<file path="config.mk">
export PLATFORM = sky130hd
export DESIGN_NAME = ex_muldiv
export DESIGN_NICKNAME = d
export VERILOG_FILES = /design/src/rtl/ex_muldiv.sv
export SDC_FILE = /design/constraint.sdc
export NUM_CORES = 1
export LEC_CHECK = 0
export CAP_MARGIN = 20
export CORE_UTILIZATION = 60
export DETAILED_ROUTE_END_ITERATION = 6
export PLACE_DENSITY = 0.9
export SLEW_MARGIN = 20
export SYNTH_ARGS = -nofsm -noshare
export SYNTH_HDL_FRONTEND = slang
export SYNTH_SLANG_ARGS = --single-unit
export TNS_END_PERCENT = 100
</file>
<file path="constraint.sdc">
create_clock -name clk -period 4.7 [get_ports clk]
set_input_delay 0.705 -clock clk [delete_from_list [all_inputs] [get_ports clk]]
set_output_delay 0.705 -clock clk [all_outputs]
set_load 0.01 [all_outputs]
</file>
<file path="src/rtl/ex_muldiv.sv">
// Iterative radix-2 multiply/divide unit for the EX stage; owns HI/LO and
// stalls dependent instructions while a 32-step operation is in flight.
module ex_muldiv #(
  parameter int WIDTH = 32,
  parameter int CNT_W = 6
) (
  input  logic             clk,
  input  logic             reset,
  input  logic             start,
  input  logic [2:0]       op,
  input  logic [WIDTH-1:0] rs_data,
  input  logic [WIDTH-1:0] rt_data,
  input  logic             rd_hilo,
  input  logic             flush,
  output logic [WIDTH-1:0] hi,
  output logic [WIDTH-1:0] lo,
  output logic             busy,
  output logic             stall
);

  typedef enum logic [1:0] {S_IDLE, S_CALC, S_FIX} state_t;

  localparam logic [2:0]         OP_MTHI  = 3'd4;
  localparam logic [2:0]         OP_MTLO  = 3'd5;
  localparam logic [WIDTH-1:0]   ONE_W    = 1;
  localparam logic [2*WIDTH-1:0] ONE_2W   = 1;
  localparam logic [CNT_W-1:0]   CNT_ONE  = 1;
  localparam logic [CNT_W-1:0]   CNT_LAST = CNT_W'(WIDTH - 1);

  state_t             r_state, w_state_next;
  logic [2*WIDTH-1:0] r_acc;
  logic [WIDTH-1:0]   r_dsr;
  logic [WIDTH-1:0]   r_rs_raw;
  logic [WIDTH-1:0]   r_hi, r_lo;
  logic [CNT_W-1:0]   r_cnt;
  logic               r_is_div, r_neg_res, r_neg_rem, r_div0;

  logic               w_accept, w_arith, w_signed;
  logic [WIDTH-1:0]   w_rs_abs, w_rt_abs;
  logic [WIDTH:0]     w_mul_sum;
  logic [WIDTH:0]     w_rem_sh;
  logic [WIDTH+1:0]   w_diff;
  logic [2*WIDTH-1:0] w_acc_step, w_prod;
  logic [WIDTH-1:0]   w_quo, w_rem;

  assign w_accept = start & ~flush;
  assign w_arith  = w_accept & ~op[2];
  assign w_signed = ~op[0];
  assign w_rs_abs = (w_signed & rs_data[WIDTH-1]) ? (~rs_data + ONE_W) : rs_data;
  assign w_rt_abs = (w_signed & rt_data[WIDTH-1]) ? (~rt_data + ONE_W) : rt_data;

  // Multiply: conditional add into the upper half, then shift the whole accumulator right.
  assign w_mul_sum = {1'b0, r_acc[2*WIDTH-1:WIDTH]} + (r_acc[0] ? {1'b0, r_dsr} : '0);

  // Divide: restoring step; upper half is the partial remainder, lower half shifts in quotient bits.
  assign w_rem_sh = r_acc[2*WIDTH-1:WIDTH-1];
  assign w_diff   = {1'b0, w_rem_sh} - {2'b00, r_dsr};

  always_comb begin
    // NOTE: every combinational output gets a default first so no path can infer a latch.
    w_acc_step = {w_mul_sum, r_acc[WIDTH-1:1]};
    if (r_is_div) begin
      if (!w_diff[WIDTH+1]) w_acc_step = {w_diff[WIDTH-1:0], r_acc[WIDTH-2:0], 1'b1};
      else                  w_acc_step = {w_rem_sh[WIDTH-1:0], r_acc[WIDTH-2:0], 1'b0};
    end
  end

  assign w_prod = r_neg_res ? (~r_acc + ONE_2W) : r_acc;
  assign w_quo  = r_neg_res ? (~r_acc[WIDTH-1:0] + ONE_W) : r_acc[WIDTH-1:0];
  assign w_rem  = r_neg_rem ? (~r_acc[2*WIDTH-1:WIDTH] + ONE_W) : r_acc[2*WIDTH-1:WIDTH];

  always_comb begin
    w_state_next = r_state;
    case (r_state)
      S_IDLE:  if (w_arith) w_state_next = S_CALC;
      S_CALC:  if (flush) w_state_next = S_IDLE;
               else if (r_cnt == CNT_LAST) w_state_next = S_FIX;
      S_FIX:   w_state_next = S_IDLE;
      default: w_state_next = S_IDLE;
    endcase
  end

  always_ff @(posedge clk) begin
    // NOTE: sequential state uses non-blocking assignments so every register samples pre-edge values.
    if (!reset) r_state <= S_IDLE;
    else        r_state <= w_state_next;
  end

  always_ff @(posedge clk) begin
    if (!reset) begin
      r_acc     <= '0;
      r_dsr     <= '0;
      r_rs_raw  <= '0;
      r_hi      <= '0;
      r_lo      <= '0;
      r_cnt     <= '0;
      r_is_div  <= 1'b0;
      r_neg_res <= 1'b0;
      r_neg_rem <= 1'b0;
      r_div0    <= 1'b0;
    end else begin
      case (r_state)
        S_IDLE: begin
          if (w_arith) begin
            r_acc     <= {{WIDTH{1'b0}}, w_rs_abs};
            r_dsr     <= w_rt_abs;
            r_rs_raw  <= rs_data;
            r_cnt     <= '0;
            r_is_div  <= op[1];
            r_neg_res <= w_signed & (rs_data[WIDTH-1] ^ rt_data[WIDTH-1]);
            r_neg_rem <= w_signed & rs_data[WIDTH-1];
            r_div0    <= (rt_data == '0);
          end else if (w_accept && op == OP_MTHI) begin
            r_hi <= rs_data;
          end else if (w_accept && op == OP_MTLO) begin
            r_lo <= rs_data;
          end
        end
        S_CALC: begin
          if (!flush) begin
            r_acc <= w_acc_step;
            r_cnt <= r_cnt + CNT_ONE;
          end
        end
        S_FIX: begin
          if (!flush) begin
            if (!r_is_div) begin
              r_hi <= w_prod[2*WIDTH-1:WIDTH];
              r_lo <= w_prod[WIDTH-1:0];
            end else if (r_div0) begin
              r_hi <= r_rs_raw;
              r_lo <= '1;
            end else begin
              r_hi <= w_rem;
              r_lo <= w_quo;
            end
          end
        end
        default: ;
      endcase
    end
  end

  assign hi    = r_hi;
  assign lo    = r_lo;
  assign busy  = (r_state != S_IDLE);
  assign stall = busy & (start | rd_hilo);

endmodule

</file>
* Yosys cells after proc, flatten, opt, wreduce, memory -nomap -nowiden
Index checks and enable logic that the tools add are counted.
Storage, ports and cells: bits in latches 0, bits in read-only memories 0, memories 0, memory bits (writable) 0, output and inout bits 66, register bits after elaboration 204
Operators by class: div/mod/pow operators 0, magnitude comparators 0, bitwise operators 16, reduce and logical (&&, ||, !) cells 12, shift operators 0, multiplexer cells 31, multiply operators 0, add/sub/neg operators 8, eq/ne operators 13
Operators by type and width (number):
- two-way mux 32 bit | 16
- two-way mux 64 bit | 5
- adder 32 x 1 -> 32 bit (second input constant) | 4
- NOT 32 bit | 4
- case mux 32 bit (2 select lines) | 2
- case mux 64 bit (2 select lines) | 1
- adder 64 x 1 -> 64 bit (second input constant) | 1
- NOT 64 bit | 1
- subtractor 33 x 32 -> 34 bit | 1
- adder 32 x 32 -> 33 bit | 1
- logical NOT 32 bit | 1
- inequality test 2 bit (second input constant) | 7
- two-way mux 6 bit | 2
- case mux 6 bit (2 select lines) | 1
- adder 6 x 1 -> 6 bit (second input constant) | 1
- AND 1 bit | 6
- == test 3 bit (second input constant) | 2
- == test 6 x 5 -> 1 bit (second input constant) | 1
- two-way mux 2 bit | 3
- nonzero test 2 bit | 3
- AND reduction 5 bit | 1
- case mux 2 bit (2 select lines) | 1
- AND reduction 2 bit | 2
- AND reduction 4 bit | 1
- other kinds (9) | 12

* Longest topological paths before layout
word-level depth 7, mapped depth 15, mapped depth without buffers 13

* Least setup slack after synthesis
Ideal clock, no wire load.
path kind register to register, start point register r_acc[0], end point register r_acc[62], data arrival time 3.259 ns, setup time 0.091 ns, data required time 4.609 ns, cell stages (with the launch flop) 15, path buffers 3, slack 1.350 ns, cell sequence dfxtp_1 clkbuf_1 inv_1 clkbuf_1 nor2_1 ha_1 clkbuf_1 and3_1 nand2_1 or4_1 a21o_1 a211oi_1 nor3_1 or3b_1 a311oi_1
On the way: word-level cells in the longest chain between the ends 5
Ends and longest elaborated chain:
- start, declared | line 31 | logic [2*WIDTH-1:0] r_acc;
- start signal, assigned | line 105 | r_acc <= {{WIDTH{1'b0}}, w_rs_abs};
- start signal, assigned | line 121 | r_acc <= w_acc_step;
- two-way mux 32 bit | line 53 | assign w_mul_sum = {1'b0, r_acc[2*WIDTH-1:WIDTH]} + (r_acc[0] ? {1'b0, r_dsr} : '0);
- adder 32 x 32 -> 33 bit | line 53
- two-way mux 64 bit | line 62 | if (r_is_div) begin
- two-way mux 64 bit | line 120 | if (!flush) begin
- case mux 64 bit (2 select lines) | line 102 | case (r_state)
Every way passes these cells. The select of a mux whose other input is x is not followed. A chain may end at the register's enable or synchronous reset.

* Worst setup path after layout
start point register r_acc[49], end point register r_acc[35]
On the way: word-level cells in the longest chain between the ends 5
Ends and longest elaborated chain:
- subtractor 33 x 32 -> 34 bit | line 57 | assign w_diff = {1'b0, w_rem_sh} - {2'b00, r_dsr};
- two-way mux 64 bit | line 63 | if (!w_diff[WIDTH+1]) w_acc_step = {w_diff[WIDTH-1:0], r_acc[WIDTH-2:0], 1'b1};
- two-way mux 64 bit | line 62
- two-way mux 64 bit | line 120
- case mux 64 bit (2 select lines) | line 102
Every way passes these cells. The select of a mux whose other input is x is not followed.

==> results by stage <==
Run status:
- The flow ran to the end, but the final reports show violations.
- The checks that failed: design-rule violations.

Hold path:
- The start point of the worst hold path is lo[7].
- The class of the most critical hold timing path is flip-flop to flip-flop.
- The end point of the worst hold path is lo[7].
- Along the worst hold path, the cell count comes to 2.

Placement:
- The placed wire-length estimate after detailed placement is 38.3 mm.
- The routability congestion estimate is 0.968.
- The count of buffers added on input and output ports is 137.
- In this run the cell area measured after placement is 17600 um2.

STA:
- The maximum operating frequency is 257 MHz.
- The slew at the pin closest to its max-slew limit is 1.11 ns.
- Adding up every negative setup slack in the final design gives 0 ns.
- The number of endpoints with negative hold slack in the final report is 0.
- The tightest hold path in the finished design has a slack of 0.451 ns.
- The final setup violation count is 0.
- Between clock sinks in the finished design, the worst skew comes to 0.0289 ns.
- The smallest clock period supported by the final layout is computed as 3.89 ns.
- The headroom to the max-slew limit is 0.253.
- In the finished design, the share of the clock period the worst path needs comes to 0.827.
- Setup repair after global routing left no endpoint under its margin.
- The final count of pins violating max slew is 0.

Yosys:
- The number of synthesized register bits is 204.
- The share of the Yosys chip area taken by registers is 0.253.
- Yosys mapped a number of flops with a built-in enable equal to 0.
- After synthesis, the netlist uses 78 different library cells.
- After synthesis, the share of flip-flops with an asynchronous set or reset is 0.
- Synthesis produced a netlist with a net count of 2376.
- The synthesized instance count is 2233.
- The cell area after synthesis is 16200 um2.
- The average instance area after synthesis is 7.24 um2.
- During synthesis, Yosys emitted a total of 0 warnings.
- The dominant synthesized flop cell is dfxtp_1.

Global route:
- Entering global routing, the biggest net connects 80 pins.
- The number of antenna violations at the first check in global routing came to 0.
- The remaining global-route overflow is 0.
- The overall routing resource usage is 0.381.
- The first global-routing pass estimated 86.1 mm of wire.
- The number of global-route vias before repair was 16.5k.

Power:
- The areal power density over the cells is 263 nW/um2.
- The total power after layout is 4.86 mW.
- The leakage power figure is 6.84 nW.
- The highest ir drop seen on vdd is 0.000258 V.

Clock network:
- No sink is reached through more buffers than the 3 on the longest clock path.
- The number of clock sinks is 204.
- The hold buffer count at cts is 0.
- The clock network latency to the later pin of the worst-skew pair is 0.56 ns.
- TritonCTS created 25 clock buffers.
- The root buffer cell chosen for the clock tree is clkbuf_16.
- The count of cells resized by post-cts repair is 0.
- The number of setup buffers added after CTS is 0.
- The clock edge transition at the registers on the reported setup and hold paths is 0.06 ns.
- TritonCTS built the clock tree.
- In this run the number of H-tree levels came out at 1.

Layout:
- The ratio of cells with drive above 1 in the final layout is 0.0495.
- The layout has 2172 filler cells.
- The number of antenna diodes in the final layout is 0.
- The layout-stage area growth over the synthesis result is 14.1%.
- Summing all non-filler instances in the final layout gives an area of 18500 um2.
- The post-layout net count is 2388.

Floorplanning:
- The die is 166 um tall.
- In this run the horizontal extent of the chip is 166 um.
- The floorplan step defined a die boundary enclosing 27600 um2.
- The I/O pin count is 138.
- The floorplan step defined a core boundary enclosing 26300 um2.
- The starting density of the core is 0.615.
- The number of placement rows is 59.

Critical path:
- The critical register-to-register path startpoint is r_acc[49].
- The worst setup path is launched from a flip-flop.
- The critical path capture point type is a flip-flop.
- For the worst setup path, the data required time is 5.10 ns.
- The endpoint identified for the worst register-to-register timing path is r_acc[35].
- The critical path is of the flip-flop to flip-flop type.
- The setup check on the worst reg-to-reg path leaves a slack of 0.81 ns.
- For the worst flop-to-flop path, the logic depth is 11.
- Along the worst path, the maximum fanout reaches 24.
- The worst path arrival time is 4.28 ns.

Routing:
- Wires add up to 54.3 mm.
- For this run, design rule violations remaining after detail routing come to 16.
- The first routing iteration left 2283 violations.
- In this run the remaining antenna-violating nets after routing total 0.
- In the final routed layout, each cell accounts on average for 20.9 um.
- The first TritonRoute pass finished after 7 iterations.
- The routed layout has 17.5k vias.
- After detailed routing, the number of vias per cell comes to 6.73.

Job:
- The number of violations of the max-capacitance limit is 0.
[cell usage in the layout, fill, tap and decap left out, types with 37 or more instances in the layout]
master,Yosys,final
a211oi_1,61,59
ha_1,69,69
a21oi_1,230,229
nor2_1,188,187
mux2i_1,41,41
dfxtp_1,204,202
o211ai_1,45,45
xor2_1,72,72
buf_4,0,37
o221ai_1,39,39
inv_1,64,63
nand2_1,285,285
nor3_1,48,47
o21ai_0,144,144
nand3_1,50,50
clkdlybuf4s50_1,0,137
xnor2_1,106,106
[synthesized netlist by cell type, types with 8 or more instances]
| cell type | n | share of area |
|---|---|---|
| a21oi_1 | 230 | 0.071 |
| a32o_1 | 8 | 0.0050 |
| and3_1 | 12 | 0.0046 |
| o211ai_1 | 45 | 0.021 |
| nand4_1 | 18 | 0.0070 |
| o41ai_1 | 12 | 0.0065 |
| or2_2 | 9 | 0.0035 |
| mux2i_1 | 41 | 0.025 |
| ha_1 | 69 | 0.053 |
| or4_1 | 19 | 0.0088 |
| o31ai_1 | 33 | 0.015 |
| or3_1 | 21 | 0.0081 |
| nand2_1 | 285 | 0.066 |
| nor4_1 | 21 | 0.0081 |
| a31oi_1 | 22 | 0.0085 |
| dfxtp_1 | 204 | 0.25 |
| clkbuf_1 | 173 | 0.040 |
| nand3_1 | 50 | 0.015 |
| nand2b_1 | 27 | 0.010 |
| o221ai_1 | 39 | 0.021 |
| nor2_1 | 188 | 0.044 |
| a211oi_1 | 61 | 0.028 |
| xor2_1 | 72 | 0.039 |
| a311oi_1 | 14 | 0.0076 |
| buf_1 | 8 | 0.0019 |
| nor2b_1 | 21 | 0.0081 |
| nor3_1 | 48 | 0.015 |
| a22oi_1 | 10 | 0.0046 |
| o21a_1 | 17 | 0.0079 |
| xnor2_1 | 106 | 0.057 |
| inv_1 | 64 | 0.015 |
| o21ai_0 | 144 | 0.045 |
| a21o_1 | 25 | 0.012 |
[report_power, final]
group          switching [mW]  internal [mW]  total [mW]
Sequential             0.0591           1.78        1.84
Clock                   0.832           1.29        2.13
Combinational           0.552          0.341       0.893
[area by class of cell]
cell class	instances	area, um2	area share
Clock inverter	11	173	0.00935
Tap cell	335	419	0.0227
Inverter	64	243	0.0131
Timing Repair Buffer	174	1650	0.0893
Clock buffer	34	719	0.0390
Multi-Input combinational cell	1776	11200	0.605
Sequential cell	204	4090	0.222
[stage by stage]
step           worst slack, ns  std cells   util
6_report                 0.812       2598  0.702
5_1_grt                  0.702       2598  0.702
4_1_cts                  0.944       2598  0.702
3_5_place_dp             0.960       2553  0.668
3_3_place_gp              1.07       2553  0.668
2_1_floorplan             1.35       2233      -
[worst max-delay path, cell delays in order (launching register included)]
cell      delay [ns]
dfxtp_1         0.58
ha_1            0.34
a21oi_1         0.34
o21ai_0         0.23
a31oi_1         0.20
o21ai_0         0.25
a221o_1         0.40
a21oi_4         0.62
buf_4           0.29
mux2_2          0.34
nand2_1         0.06
a211oi_1        0.07
[worst max-delay path by stage]
stage          startpoint         to  slack, ns  cells past startpoint
6_report        r_acc[49]  r_acc[35]       0.81                     11
4_1_cts         r_acc[49]  r_acc[35]       0.94                     11
3_3_place_gp    r_acc[49]  r_acc[35]       1.07                     11
2_1_floorplan    r_acc[0]  r_acc[62]       1.35                     14
3_5_place_dp    r_acc[49]  r_acc[35]       0.96                     11
5_1_grt         r_acc[49]  r_acc[35]       0.70                     11
[per-layer routing]
metal	GRT usage	routed length (um)	share of wire
met1	0.478	21500	0.40
met2	0.645	25100	0.46
met3	0.0512	5010	0.092
met4	0.183	2590	0.048
met5	0	0	0
[sequential cells by signal (all words and copies together), names as in the netlist, 2 cells and up]
| register | cells |
|---|---|
| hi | 32 |
| lo | 32 |
| r_acc | 64 |
| r_cnt | 6 |
| r_dsr | 32 |
| r_rs_raw | 32 |
| r_state | 2 |
[logic make-up (layout without fill, tap and decap cells)]
group / Yosys count / in the layout / share of synthesized area
simple gates: 749 / 749 / 0.215
compound gates: 735 / 735 / 0.294
buf+inv: 253 / 283 / 0.0601
flops: 204 / 204 / 0.253
xor+xnor: 178 / 178 / 0.0964
fa+ha+maj: 71 / 71 / 0.0559
mux: 43 / 43 / 0.0268
(Power assumes the default switching activity.)
